File: config.mk
export PLATFORM = sky130hd
export DESIGN_NAME = spi_vector_loader
export DESIGN_NICKNAME = d
export VERILOG_FILES = /design/src/rtl/spi_vector_loader_pkg.sv /design/src/rtl/spi_edge_sync.sv /design/src/rtl/spi_vector_loader.sv
export SDC_FILE = /design/constraint.sdc
export NUM_CORES = 1
export LEC_CHECK = 0
export ABC_AREA = 1
export ABC_CLOCK_PERIOD_IN_PS = 1450
export BUFFER_PORTS_ARGS = -buffer_cell sky130_fd_sc_hd__clkbuf_2
export CAP_MARGIN = 25
export CORE_UTILIZATION = 45
export DETAILED_ROUTE_END_ITERATION = 10
export PLACE_DENSITY = 0.66
export SLEW_MARGIN = 20
export SYNTH_ARGS = -nofsm -noshare
export SYNTH_HDL_FRONTEND = slang
export SYNTH_HIERARCHICAL = 1
export SYNTH_SLANG_ARGS = --single-unit
File: constraint.sdc
create_clock -name clk -period 1.45 [get_ports clk]
set_clock_uncertainty 0.15 [all_clocks]
set_input_delay 0.435 -clock clk [delete_from_list [all_inputs] [get_ports clk]]
set_output_delay 0.435 -clock clk [all_outputs]
set_load 0.05 [all_outputs]
File: src/rtl/spi_vector_loader_pkg.sv
// Shared constants and types for the SPI view-vector loader.
// Default vectors place the player in the start cell, facing -Y.
package spi_vector_loader_pkg;

  localparam int VEC_W_DEF   = 16;
  localparam int NUM_VEC_DEF = 6;

  localparam logic signed [15:0] DEF_PX = 16'sh0580;
  localparam logic signed [15:0] DEF_PY = 16'sh0D80;
  localparam logic signed [15:0] DEF_FX = 16'sh0000;
  localparam logic signed [15:0] DEF_FY = 16'shFF00;
  localparam logic signed [15:0] DEF_VX = 16'sh0080;
  localparam logic signed [15:0] DEF_VY = 16'sh0000;

  typedef enum logic {IDLE, RECV} state_t;

endpackage

File: src/rtl/spi_edge_sync.sv
// Brings asynchronous SPI pins into the clk domain and flags sclk/ss_n edges.
// mosi sees the same delay as sclk so it is stable when sclk_rise fires.
module spi_edge_sync #(
  parameter int SYNC_STAGES = 2
) (
  input  logic clk,
  input  logic reset,
  input  logic sclk,
  input  logic ss_n,
  input  logic mosi,
  output logic sclk_rise,
  output logic ss_fall,
  output logic ss_rise,
  output logic mosi_sync,
  output logic ss_n_sync
);

  logic [SYNC_STAGES-1:0] sclk_sr, ss_sr, mosi_sr;
  logic                   sclk_hist, ss_hist;

  always_ff @(posedge clk) begin
    if (reset) begin
      sclk_sr   <= '0;
      ss_sr     <= '1;
      mosi_sr   <= '0;
      sclk_hist <= 1'b0;
      ss_hist   <= 1'b1;
    end else begin
      sclk_sr[0] <= sclk;
      ss_sr[0]   <= ss_n;
      mosi_sr[0] <= mosi;
      for (int i = 1; i < SYNC_STAGES; i++) begin
        sclk_sr[i] <= sclk_sr[i-1];
        ss_sr[i]   <= ss_sr[i-1];
        mosi_sr[i] <= mosi_sr[i-1];
      end
      sclk_hist <= sclk_sr[SYNC_STAGES-1];
      ss_hist   <= ss_sr[SYNC_STAGES-1];
    end
  end

  assign sclk_rise = sclk_sr[SYNC_STAGES-1] & ~sclk_hist;
  assign ss_rise   = ss_sr[SYNC_STAGES-1] & ~ss_hist;
  assign ss_fall   = ~ss_sr[SYNC_STAGES-1] & ss_hist;
  assign mosi_sync = mosi_sr[SYNC_STAGES-1];
  assign ss_n_sync = ss_sr[SYNC_STAGES-1];

endmodule

File: src/rtl/spi_vector_loader.sv
// Receives a full frame of view vectors over SPI, holds it as pending,
// and swaps it onto the outputs only when the frame-boundary commit arrives.
module spi_vector_loader
  import spi_vector_loader_pkg::*;
#(
  parameter int VEC_W       = VEC_W_DEF,
  parameter int NUM_VEC     = NUM_VEC_DEF,
  parameter int SYNC_STAGES = 2
) (
  input  logic                    clk,
  input  logic                    reset,
  input  logic                    i_sclk,
  input  logic                    i_mosi,
  input  logic                    i_ss_n,
  input  logic                    i_commit,
  output logic signed [VEC_W-1:0] o_px,
  output logic signed [VEC_W-1:0] o_py,
  output logic signed [VEC_W-1:0] o_fx,
  output logic signed [VEC_W-1:0] o_fy,
  output logic signed [VEC_W-1:0] o_vx,
  output logic signed [VEC_W-1:0] o_vy,
  output logic                    o_pending,
  output logic                    o_busy
);

  localparam int TOTAL = VEC_W * NUM_VEC;
  localparam int CW    = $clog2(TOTAL) + 1;

  function automatic logic [CW-1:0] sat_inc(input logic [CW-1:0] v);
    return (v == {CW{1'b1}}) ? v : v + 1'b1;
  endfunction

  function automatic logic signed [VEC_W-1:0] vec_slice(input logic [TOTAL-1:0] b,
                                                        input int idx);
    return b[TOTAL-1-idx*VEC_W -: VEC_W];
  endfunction

  logic sclk_rise, ss_fall, ss_rise, mosi_sync, ss_n_sync;

  spi_edge_sync #(.SYNC_STAGES(SYNC_STAGES)) u_sync (
    .clk       (clk),
    .reset     (reset),
    .sclk      (i_sclk),
    .ss_n      (i_ss_n),
    .mosi      (i_mosi),
    .sclk_rise (sclk_rise),
    .ss_fall   (ss_fall),
    .ss_rise   (ss_rise),
    .mosi_sync (mosi_sync),
    .ss_n_sync (ss_n_sync)
  );

  state_t           state;
  logic [CW-1:0]    cnt;
  logic [TOTAL-1:0] shift_p0;
  logic [TOTAL-1:0] pend_p1;
  logic             frame_ok;
  logic             do_commit;

  assign frame_ok  = (state == RECV) && ss_rise && (cnt == CW'(TOTAL));
  assign do_commit = i_commit && o_pending;

  always_ff @(posedge clk) begin
    if (reset) begin
      state     <= IDLE;
      cnt       <= '0;
      shift_p0  <= '0;
      pend_p1   <= '0;
      o_pending <= 1'b0;
      o_busy    <= 1'b0;
      o_px      <= VEC_W'(DEF_PX);
      o_py      <= VEC_W'(DEF_PY);
      o_fx      <= VEC_W'(DEF_FX);
      o_fy      <= VEC_W'(DEF_FY);
      o_vx      <= VEC_W'(DEF_VX);
      o_vy      <= VEC_W'(DEF_VY);
    end else begin
      o_busy <= ~ss_n_sync;

      // Stage 0: serial capture
      case (state)
        IDLE: if (ss_fall) begin
          state <= RECV;
          cnt   <= '0;
        end
        RECV: if (ss_rise) begin
          state <= IDLE;
        end else if (sclk_rise) begin
          shift_p0 <= {shift_p0[TOTAL-2:0], mosi_sync};
          cnt      <= sat_inc(cnt);
        end
        default: state <= IDLE;
      endcase

      // Stage 1: pending buffer; a new frame wins over both overrun and commit
      if (frame_ok) begin
        pend_p1   <= shift_p0;
        o_pending <= 1'b1;
      end else if (do_commit) begin
        o_pending <= 1'b0;
      end

      // Stage 2: atomic output swap from the pre-edge pending contents
      if (do_commit) begin
        o_px <= vec_slice(pend_p1, 0);
        o_py <= vec_slice(pend_p1, 1);
        o_fx <= vec_slice(pend_p1, 2);
        o_fy <= vec_slice(pend_p1, 3);
        o_vx <= vec_slice(pend_p1, 4);
        o_vy <= vec_slice(pend_p1, 5);
      end
    end
  end

endmodule
==> impl_metrics.tcl <==
set metrics [dict create \
    io_pins 104 \
    setup_viol 282 \
    hp-start "i_commit" \
    dp_hpwl_um 13800 \
    cts_tree "yes" \
    top_usage_layer "met2" \
    syn_nets 1387 \
    via_per_inst 5.23 \
    grt_pass1_wl_um 46000 \
    yosys-mux-area-fraction_pct 0 \
    coreArea_um2 23500 \
    reg2reg_slack_ns -0.25 \
    met1_usage_pct 29.1 \
    setup_slack_ns -0.253 \
    synth_area_leaders "dfxtp_1 57%, nor2_1 13%, o21ai_0 12%" \
    die_h_um 157 \
    synth_cells 1379 \
    max_cap_viol_count 0 \
    placed_cells 1756 \
    die_w_um 157 \
    nNetsFinal 1548 \
    syn_avg_cell_area_um2 7.84 \
    crit_fanout 34 \
    violations "negative setup slack" \
    num_rows 56 \
    cts_buffer_depth 3 \
    drv_slew 0 \
    place_congestion 0.773 \
    p_leak_uw 0.00652 \
    netlist_area_um2 10800 \
    first_pass_iters 5 \
    drcViolationCount 0 \
    worstSetupPathType "reg2reg" \
    status "finished with violations" \
    finalHoldViolCount 0 \
    max_freq_mhz 587 \
    drt_iter0_drc 765 \
    port_buffers 103 \
    cts.sinks 307 \
    rr_worst_depth 7 \
    holdPathStages 4 \
    antenna_found_initial 0 \
    grt_max_degree 73 \
    stdcell_area_um2 16900 \
    synth-seq-cells 307 \
    rsz0062_at_grt "yes" \
    power.density_nw_per_um2 996 \
    synth_compound_area_share_pct 17.6 \
    use_met3_pct 3.91 \
    synth_xor_xnor_area_share_pct 0 \
    startpoint_type "register" \
    drt_wl_total_um 32200 \
    synth_top_family_by_area "compound AO/OA/AOI/OAI gates" \
    num_vias 9823 \
    h-tree-depth 1 \
    crit-reg2reg-launch "cnt[3]" \
    critPathCaptureType "register" \
    final_util_pct 71.8 \
    numCtsBuffers 31 \
    wl_per_cell_um 17.2 \
    fill_cells 1590 \
    grt-ovfl-total 0 \
    synth-seq-area-share_pct 56.8 \
    final_common_cell "nor2_1" \
    grt_use_total_pct 23.3 \
    fin_crit_ns 1.70 \
    cts_root_buf "clkbuf_16" \
    initial_core_util_pct 45.9 \
    layoutNonFillerInstCount 1879 \
    ys_warn_count 6 \
    r2r_end "pend_p1[44]" \
    antenna_left 0 \
    layout_common_cells "309 x nor2_1, 201 x dfxtp_1, 116 x inv_1, 105 x o21ai_2, 102 x o21ai_0" \
    synthSimpleGateAreaFrac_pct 16.9 \
    synth_largest_area_cell "dfxtp_1" \
    ir_drop_mv 0.829 \
    cp.arrival_ns 1.98 \
    dp_slack_ns -0.202 \
    synth_fa_ha_area_share_pct 0.231 \
    postPlaceCellArea_um2 11900 \
    path_clk_slew_ns 0.07 \
    synth_top_area_share_pct 56.8 \
    slew_headroom_pct 74.4 \
    grt_pass1_vias 9150 \
    synth_cell_types 25 \
    insertedDiodeCount 0 \
    post-route-period-util_pct 117 \
    dieArea_um2 24700 \
    syn_to_final_growth_pct 56.2 \
    clk_latency_ns 0.56 \
    drive_gt1_share_pct 42.0 \
    required_ns 1.73 \
    min_to "o_pending" \
    worstMarginPinSlew_ns 0.383 \
    hp-class "in2reg" \
    use_met2_pct 41.1 \
]
-- layer usage --
| metal | part of all wire (%) | routed length, µm | up-vias |
|---|---|---|---|
| met5 | 0 | 0 | - |
| met4 | 2.8 | 887 | 0 |
| met3 | 4.6 | 1470 | 71 |
| met2 | 51 | 16300 | 255 |
| met1 | 42 | 13600 | 4747 |
| li1 | - | - | 4750 |
-- logic make-up (layout without fill, tap and decap cells) --
family | after synthesis | in the layout
adder cells (fa/ha/maj) | 2 | 2
flip-flops | 307 | 307
buffers and inverters | 222 | 401
AND/OR/NAND/NOR | 468 | 470
AO/OA/AOI/OAI | 380 | 380
-- worst max-delay path, cell delays in order, from the launching register on --
cell,delay [ns]
dfxtp_1,0.34
inv_1,0.10
nand3_2,0.10
nor2_4,0.27
nand2_8,0.13
buf_16,0.19
o21ai_0,0.20
nor2_1,0.07
-- state kept, by name, summed over array words and instances, names as in the netlist, 8 cells and up --
| register | flops |
|---|---|
| cnt | 8 |
| o_fx | 16 |
| o_fy | 16 |
| o_px | 16 |
| o_py | 16 |
| o_vx | 16 |
| o_vy | 16 |
| pend_p1 | 96 |
| shift_p0 | 96 |
-- cells in the mapped netlist --
master    instances
clkinv_1          2
clkbuf_1         63
a21oi_1         104
buf_8             2
nor2_1          377
nand3_1          27
nand2_4           1
nor3_1            2
nand3_2           1
o21ai_1          13
clkinv_2          1
nor2_4            1
nand3b_1          1
dfxtp_1         307
a21boi_0          1
nand2_2           1
inv_2             2
nand2_1          56
ha_1              2
nor2_2            1
buf_2            24
o21ai_0         262
buf_1             1
inv_1           123
buf_6             4
-- power breakdown --
part | total, µW | switching (µW) | internal [µW] | leakage [µW]
Combinational | 739 | 439 | 299 | 0.00353
Clock | 7580 | 3200 | 4380 | 0.000473
Sequential | 8510 | 48.4 | 8460 | 0.00251
Total | 16800 | 3690 | 13100 | 0.00652
-- area by class of cell --
cell class,instances,area [µm²],area share (%)
Clock inverter,7,60.1,0.355
Sequential cell,307,6300,37.3
Timing Repair Buffer,219,3640,21.5
Inverter,128,527,3.12
Tap cell,319,399,2.36
Multi-Input combinational cell,852,5060,30.0
Timing Repair inverter,1,16.3,0.0963
Clock buffer,46,892,5.28
-- metrics by stage --
| stage | TNS [ns] | hold WS, ns | total power (µW) |
|---|---|---|---|
| final | -39.77 | 0.110 | 16800 |
| after global routing | -53.27 | 0.112 | 17300 |
| after CTS | -37.91 | 0.0754 | 16700 |
| after detailed placement | -15.57 | 0.248 | 9150 |
| after global placement | -11.49 | 0.253 | 9150 |
| after floorplan | -0.537 | 0.236 | 9010 |
-- worst max-delay path by stage --
stage                    start  cells after the start          end  slack, ns
5_1_grt                 cnt[5]                      7  pend_p1[76]      -0.31
2_1_floorplan           cnt[0]                     10  pend_p1[72]      -0.03
3_5_place_dp   u_sync/ss_sr[1]                      9       cnt[4]      -0.20
3_3_place_gp   u_sync/ss_sr[1]                      9       cnt[0]      -0.12
6_report                cnt[3]                      7  pend_p1[44]      -0.25
4_1_cts                o_fx[8]                      1      o_fx[8]      -0.23
-- what timing repair did --
item / CTS / global route
pin swaps: 39 / 96
setup buffers: 24 / 15
endpoints found under the hold margin: 3 / 0
gates resized for setup: 501 / 446
cloned: 24 / 16
hold buffers: 3 / 0
endpoints found under the setup margin: 293 / 380
No activity file was read; power rests on OpenSTA's default activity.
